<file path="src/rtl/ram_sync_ctrl.sv">
// ram_sync_ctrl: single-clock scratch RAM with valid/ready requests, fixed-latency reads and a clear sweep.
// Optional feature macro: RAM_SYNC_CTRL_PARITY_EN (even parity bit per word, err_inject / rsp_perr ports).
`default_nettype none

module ram_sync_ctrl #(
  parameter int DATA_W     = 4,
  parameter int ADDR_W     = 6,
  parameter int READ_LAT   = 1,
  parameter int INIT_CLEAR = 1
) (
  input  logic              clk,
  input  logic              rst_n,
  input  logic              req_valid,
  output logic              req_ready,
  input  logic              req_we,
  input  logic [ADDR_W-1:0] req_addr,
  input  logic [DATA_W-1:0] req_wdata,
  input  logic              clear,
  output logic              init_busy,
  output logic              rsp_valid,
  output logic [DATA_W-1:0] rsp_rdata
`ifdef RAM_SYNC_CTRL_PARITY_EN
  ,
  input  logic              err_inject,
  output logic              rsp_perr
`endif
);

  localparam int DEPTH = 2**ADDR_W;
`ifdef RAM_SYNC_CTRL_PARITY_EN
  localparam int WORD_W = DATA_W + 1;
`else
  localparam int WORD_W = DATA_W;
`endif

  typedef enum logic [0:0] {
    S_IDLE  = 1'b0,
    S_CLEAR = 1'b1
  } state_t;

  state_t              r_state;
  logic [ADDR_W-1:0]   r_cnt;
  logic                r_busy;
  logic                r_boot;
  logic [WORD_W-1:0]   r_mem [DEPTH];
  logic                r_rsp_valid;
  logic [DATA_W-1:0]   r_rsp_rdata;

  logic                w_accept;
  logic                w_rd_fire;
  logic [WORD_W-1:0]   w_wr_word;
  logic [WORD_W-1:0]   w_rd_word;
  logic                w_out_fire;
  logic [WORD_W-1:0]   w_out_word;

  // r_boot holds off requests until the post-reset sweep has been launched.
  assign req_ready = rst_n && (r_state == S_IDLE) && !clear && !r_boot;
  assign w_accept  = req_valid && req_ready;
  assign w_rd_fire = w_accept && !req_we;
  assign w_rd_word = r_mem[req_addr];
  assign init_busy = r_busy;
  assign rsp_valid = r_rsp_valid;
  assign rsp_rdata = r_rsp_rdata;

`ifdef RAM_SYNC_CTRL_PARITY_EN
  assign w_wr_word = {(^req_wdata) ^ err_inject, req_wdata};
`else
  assign w_wr_word = req_wdata;
`endif

  always_ff @(posedge clk) begin
    if (r_state == S_CLEAR) begin
      r_mem[r_cnt] <= '0;
    end else if (w_accept && req_we) begin
      r_mem[req_addr] <= w_wr_word;
    end
  end

  always_ff @(posedge clk or negedge rst_n) begin
    if (!rst_n) begin
      r_state <= S_IDLE;
      r_cnt   <= '0;
      r_busy  <= 1'b0;
      r_boot  <= (INIT_CLEAR != 0);
    end else begin
      case (r_state)
        S_IDLE: begin
          if (clear || r_boot) begin
            r_state <= S_CLEAR;
            r_busy  <= 1'b1;
            r_cnt   <= '0;
            r_boot  <= 1'b0;
          end
        end
        S_CLEAR: begin
          r_cnt <= r_cnt + 1'b1;
          if (r_cnt == {ADDR_W{1'b1}}) begin
            r_state <= S_IDLE;
            r_busy  <= 1'b0;
          end
        end
        default: r_state <= S_IDLE;
      endcase
    end
  end

  generate
    if (READ_LAT == 2) begin : g_lat2
      logic              r_p_valid;
      logic [WORD_W-1:0] r_p_word;
      always_ff @(posedge clk or negedge rst_n) begin
        if (!rst_n) begin
          r_p_valid <= 1'b0;
          r_p_word  <= '0;
        end else begin
          r_p_valid <= w_rd_fire;
          if (w_rd_fire) begin
            r_p_word <= w_rd_word;
          end
        end
      end
      assign w_out_fire = r_p_valid;
      assign w_out_word = r_p_word;
    end else begin : g_lat1
      assign w_out_fire = w_rd_fire;
      assign w_out_word = w_rd_word;
    end
  endgenerate

  always_ff @(posedge clk or negedge rst_n) begin
    if (!rst_n) begin
      r_rsp_valid <= 1'b0;
      r_rsp_rdata <= '0;
    end else begin
      r_rsp_valid <= w_out_fire;
      if (w_out_fire) begin
        r_rsp_rdata <= w_out_word[DATA_W-1:0];
      end
    end
  end

`ifdef RAM_SYNC_CTRL_PARITY_EN
  logic r_rsp_perr;
  assign rsp_perr = r_rsp_perr;

  always_ff @(posedge clk or negedge rst_n) begin
    if (!rst_n) begin
      r_rsp_perr <= 1'b0;
    end else if (w_out_fire) begin
      r_rsp_perr <= ^w_out_word;
    end
  end
`endif

endmodule

`default_nettype wire
</file>
<file path="config.mk">
export PLATFORM = sky130hd
export DESIGN_NAME = ram_sync_ctrl
export DESIGN_NICKNAME = d
export VERILOG_FILES = /design/src/rtl/ram_sync_ctrl.sv
export SDC_FILE = /design/constraint.sdc
export NUM_CORES = 1
export LEC_CHECK = 0
export ABC_AREA = 1
export BUFFER_PORTS_ARGS = -buffer_cell sky130_fd_sc_hd__buf_2
export CORE_AREA = 2 2 218 220
export DETAILED_ROUTE_END_ITERATION = 8
export DIE_AREA = 0 0 220 222
export SLEW_MARGIN = 20
export SYNTH_ARGS = -nofsm -noshare
export SYNTH_HDL_FRONTEND = slang
export SYNTH_SLANG_ARGS = --single-unit
</file>
<file path="constraint.sdc">
create_clock -name clk -period 5.3 [get_ports clk]
set_clock_uncertainty 0.05 [all_clocks]
set_input_delay 0.53 -clock clk [delete_from_list [all_inputs] [get_ports clk]]
set_output_delay 0.53 -clock clk [all_outputs]
set_load 0.1 [all_outputs]
</file>
Word level (Yosys, flattened, before mapping)

Memories as Yosys holds them, arrays and structs flattened. A register that Yosys moved wholly into a read port is not among the register bits.
Index checks and enable logic that the tools add are counted.

Register bits after elaboration: 10
Bits in writable memories: 256
Input bits: 15
Output and inout bits: 7
Memories: 1

Add/subtract/negate cells: 1
Equal/unequal tests: 3
Mux-type cells: 16
Bitwise operators: 1
Reduce and logical (&&, ||, !) cells: 14

Memories:

| memory | depth | width | read ports | clocked after Yosys merged registers in | wr ports | RTL line | text |
|---|---|---|---|---|---|---|---|
| r_mem  | 64    | 4     | 1          | 1                                       | 1        | 45       | `logic [WORD_W-1:0] r_mem [DEPTH];` |

Operators by type and width:

| operator                                               | count |
|---|---|
| two-way mux 6 bit                                      | 2 |
| case mux 6 bit (2 select lines)                        | 1 |
| two-way mux 1 bit                                      | 10 |
| adder 6 x 1 -> 6 bit (second input constant)           | 1 |
| equality test 6 bit (second input constant)            | 1 |
| logical AND 1 bit                                      | 6 |
| logical NOT 1 bit                                      | 4 |
| two-way mux 4 bit                                      | 1 |
| inequality test 2 x 1 -> 1 bit (second input constant) | 2 |
| case mux 1 bit (2 select lines)                        | 2 |
| AND reduction 2 bit                                    | 2 |
| OR reduction 4 bit                                     | 1 |
| logical OR 1 bit                                       | 1 |
| NOT 1 bit                                              | 1 |

Depth between registers and ports, before layout

Word-level depth: 11
Mapped depth: 13
Mapped depth without buffers: 11

Worst setup path after synthesis

OpenSTA, ideal clock, no wires.

Kind: input-to-reg
Start: in clear
End: mem r_mem[0][0] in the netlist's numbering, data pin
Library setup time: 0.500 ns
Data arrival time: 2.776 ns
Slack: 1.974 ns
Stages on the path: 6
Path buffers: 1
Cells stage by stage: nor3_4 nand3_4 nor2_8 buf_12 inv_2 nor2_1

Cells in the longest elaborated chain, start to end: 10

RTL lines:

| item                                    | RTL line | text |
|---|---|---|
| from (decl)                             | 18       | `input logic clear,` |
| logical NOT 1 bit                       | 57       | `assign req_ready = rst_n && (r_state == S_IDLE) && !clear && !r_boot;` |
| logical AND 1 bit (2 in series)         | 57       |  |
| logical AND 1 bit                       | 58       | `assign w_accept = req_valid && req_ready;` |
| logical AND 1 bit                       | 74       | `end else if (w_accept && req_we) begin` |
| two-way mux 1 bit                       | 74       |  |
| two-way mux 1 bit                       | 72       | `if (r_state == S_CLEAR) begin` |
| two-way mux 1 bit (implied by the code) | 75       | `r_mem[req_addr] <= w_wr_word;` |
| OR reduction 4 bit (no source line)     | --       |  |
| two-way mux 4 bit (no source line)      | --       |  |
| to (decl)                               | 45       |  |

Every way passes these cells.

Final worst setup path

Start: in rst_n
End: mem r_mem[42][3] in the netlist's numbering, data pin

Cells in the longest elaborated chain, start to end: 10

RTL lines:

| item                                    | RTL line | text |
|---|---|---|
| from (decl)                             | 12       | `input logic rst_n,` |
| logical AND 1 bit (3 in series)         | 57       |  |
| logical AND 1 bit                       | 58       |  |
| logical AND 1 bit                       | 74       |  |
| two-way mux 1 bit                       | 74       |  |
| two-way mux 1 bit                       | 72       |  |
| two-way mux 1 bit (implied by the code) | 75       |  |
| OR reduction 4 bit (no source line)     | --       |  |
| two-way mux 4 bit (no source line)      | --       |  |

Every way passes these cells.

==> out/summary.txt <==
Cell taking the most area after synthesis = edfxtp_1
Sinks on Clock Net = 270
Clock transition at path regs = 0.06 ns
Die height = 222 um
Routed len/inst = 17.07 um
Pin count of the biggest net entering global routing = 93
Final setup viols = 0
Ys flop type = edfxtp_1
Status = finished, final reports clean
Slew HR = 39.06%
Top-count cell post-synth = nand2_1
Longest Clk Path Bufs = 3
Cell Area, Synth = 11530 um2
Root buffer cell = clkbuf_16
Post-synthesis sequential area ratio = 69.71%
Crit Path Max Fanout = 33
Max IR drop VDD = 0.0002974 V
Core Region = 46260 um2
Critical Path RT = 5.55 ns
Worst-Margin Slew = 0.9119 ns
Net count, final = 1043
Grt ovf = 0
Share of cells above drive strength 1 = 10.78%
Hold/Removal Path Class = input port to register
Final core utilization = 28.40%
IO buf count = 21
Row Count = 79
Drt first pass iters = 5
Via count = 7600
H-tree depth = 1
Top cells by count, synth = nand2_1, edfxtp_1, nand3_1
Post_cts resized = 0
Routed Antenna Nets = 0
Crit path launch type = input port
Routability Congestion = 0.7795
ANT cells = 0
Part of the cycle the worst path needs = 58.47%
Vias in the first global route = 7462
Setup TNS = 0 ns
Post-CTS Setup Bufs = 0
Synth unique cells = 28
Post-route DRC = 0
CP Data Arrival Time = 3.35 ns
Placed Cells incl. Taps = 1604
Area grow syn2layout = 13.91%
Avg Inst Size Synth = 11.31 um2
Post-layout min period = 3.099 ns
Post-route insts no fill = 1655
Ys Warns = 0
Hold WS = 0.2492 ns
GRT Util Overall = 11.56%
Critical Path Sink Type = register
Final Hold Viols = 0
Leak = 4.795 nW
Fmax achieved = 322.7 MHz
EDFF count, synth = 256
# fillers = 4841
Cts bufs inserted = 27
Synth area leaders = edfxtp_1, nand2_1, nand3_1, dfrtp_1, nor2_1
Mapped Nets = 1036
Hold_buf cts = 1
Synthesized flop and latch total = 270
First-pass GRT wire length = 43.72 mm
Cell Pwr Density = 398.6 nW/um2
Final Max Slew Viols = 0
Skew-Pair Late Insertion Delay = 0.54 ns
Initial antenna violation count = 1
TritonCTS clock tree = built
FFs w/ async S/R, synth = 5.185%
Full die area = 48840 um2
Syn Inst Count = 1020
Crit Path Category = input port to register
Starting density of the core = 24.93%
I/O pin count = 22
Vias/cell = 4.592
Chip width = 220 um
Aggregate routed wire length = 28.25 mm
DPL Wire Length = 17.20 mm
Max Cap Viol = 0
Top-area cell type share of the netlist area = 66.66%
Initial DRC count = 665
Unrepaired setup endpoints after global routing = no
-- flip-flops by register name, summed over array words and instances (netlist names) --
register	count
r_state	1
r_cnt	6
init_busy	1
rsp_valid	1
rsp_rdata	4
r_mem	256
r_boot	1
-- where the power goes --
part | internal [W] | leakage [nW] | switching (W)
sequential | 0.00244 | 2.80 | 0.0000515
combinational | 0.000201 | 1.58 | 0.000697
clock | 0.00106 | 0.419 | 0.000783
-- path summary, 6_finish.rpt --
kind,startpoint,to,slack [ns],cells after the start
min in group asynchronous,rst_n,init_busy$_DFFE_PN0P_,0.41,2
max,rst_n,r_mem[42][3]$_DFFE_PP_,2.20,7
min reg2reg,rsp_rdata[2]$_DFFE_PN0P_,rsp_rdata[2]$_DFFE_PN0P_,0.47,2
max in group asynchronous,rst_n,r_boot$_DFFE_PN1P_,4.47,2
max reg2reg,r_state$_DFF_PN0_,r_mem[42][3]$_DFFE_PP_,2.38,6
min,req_we,rsp_valid$_DFF_PN0_,0.25,2
-- logic make-up (layout without fill, tap and decap cells) --
family	count (synthesis)	count (layout)	share of synthesized area (%)
flops	270	270	69.71
fa+ha+maj	1	1	0.1085
buf+inv	83	111	2.984
compound gates	16	16	1.107
simple gates	650	650	26.09
-- through the flow --
stage | total power, W | setup WS, ns | cell area [um2]
CTS | 0.005263 | 2.087 | 13140
floorplan | 0.003156 | 1.974 | 11530
finish | 0.005237 | 2.201 | 13140
global route | 0.005426 | 1.924 | 13140
detailed placement | 0.003442 | 1.736 | 12280
global placement | 0.003430 | 1.792 | 12280
-- cell type report --
class | count | area (um2) | area share (%)
Inverter | 29 | 118.9 | 0.9049
Sequential cell | 270 | 8039 | 61.20
Tap cell | 607 | 759.5 | 5.782
Multi-Input combinational cell | 667 | 3179 | 24.20
Timing Repair Buffer | 32 | 192.7 | 1.467
Clock buffer | 37 | 733.2 | 5.582
Clock inverter | 13 | 113.9 | 0.8668
-- critical path, stage by stage --
cell and delay (ns):
dlygate4sd3_1 0.52, buf_2 0.37, nand3_4 0.16, nor2_8 0.30, inv_2 0.21, nor2_4 0.73
buf_4 0.49
-- layer usage --
layer	GRT usage, %	vias up	part of all wire [%]
li1	-	3574	-
met3	1.715	55	6.1
met2	19.41	239	48
met5	0	-	0.039
met4	3.724	2	2.9
met1	15.23	3730	42
-- layout by cell type (no fill, tap or decap), types with 2 or more instances in the layout --
cell type	Yosys	routed
buf_2	1	20
buf_4	2	11
bufinv_16	0	2
clkbuf_1	43	8
clkbuf_16	0	27
clkbuf_8	0	2
clkinv_1	0	4
clkinv_2	0	6
dfrtp_1	13	13
edfxtp_1	256	256
inv_1	22	20
inv_2	4	5
inv_4	3	4
nand2_1	316	316
nand2_2	4	4
nand2_4	6	6
nand3_1	234	234
nand4_4	8	8
nor2_1	73	69
nor2_4	2	6
nor2_8	2	2
nor4_1	2	2
o21ai_0	8	8
o21ai_2	3	3
o21ai_4	3	3
o22ai_1	2	2
Power figures use the tool's default switching activity.
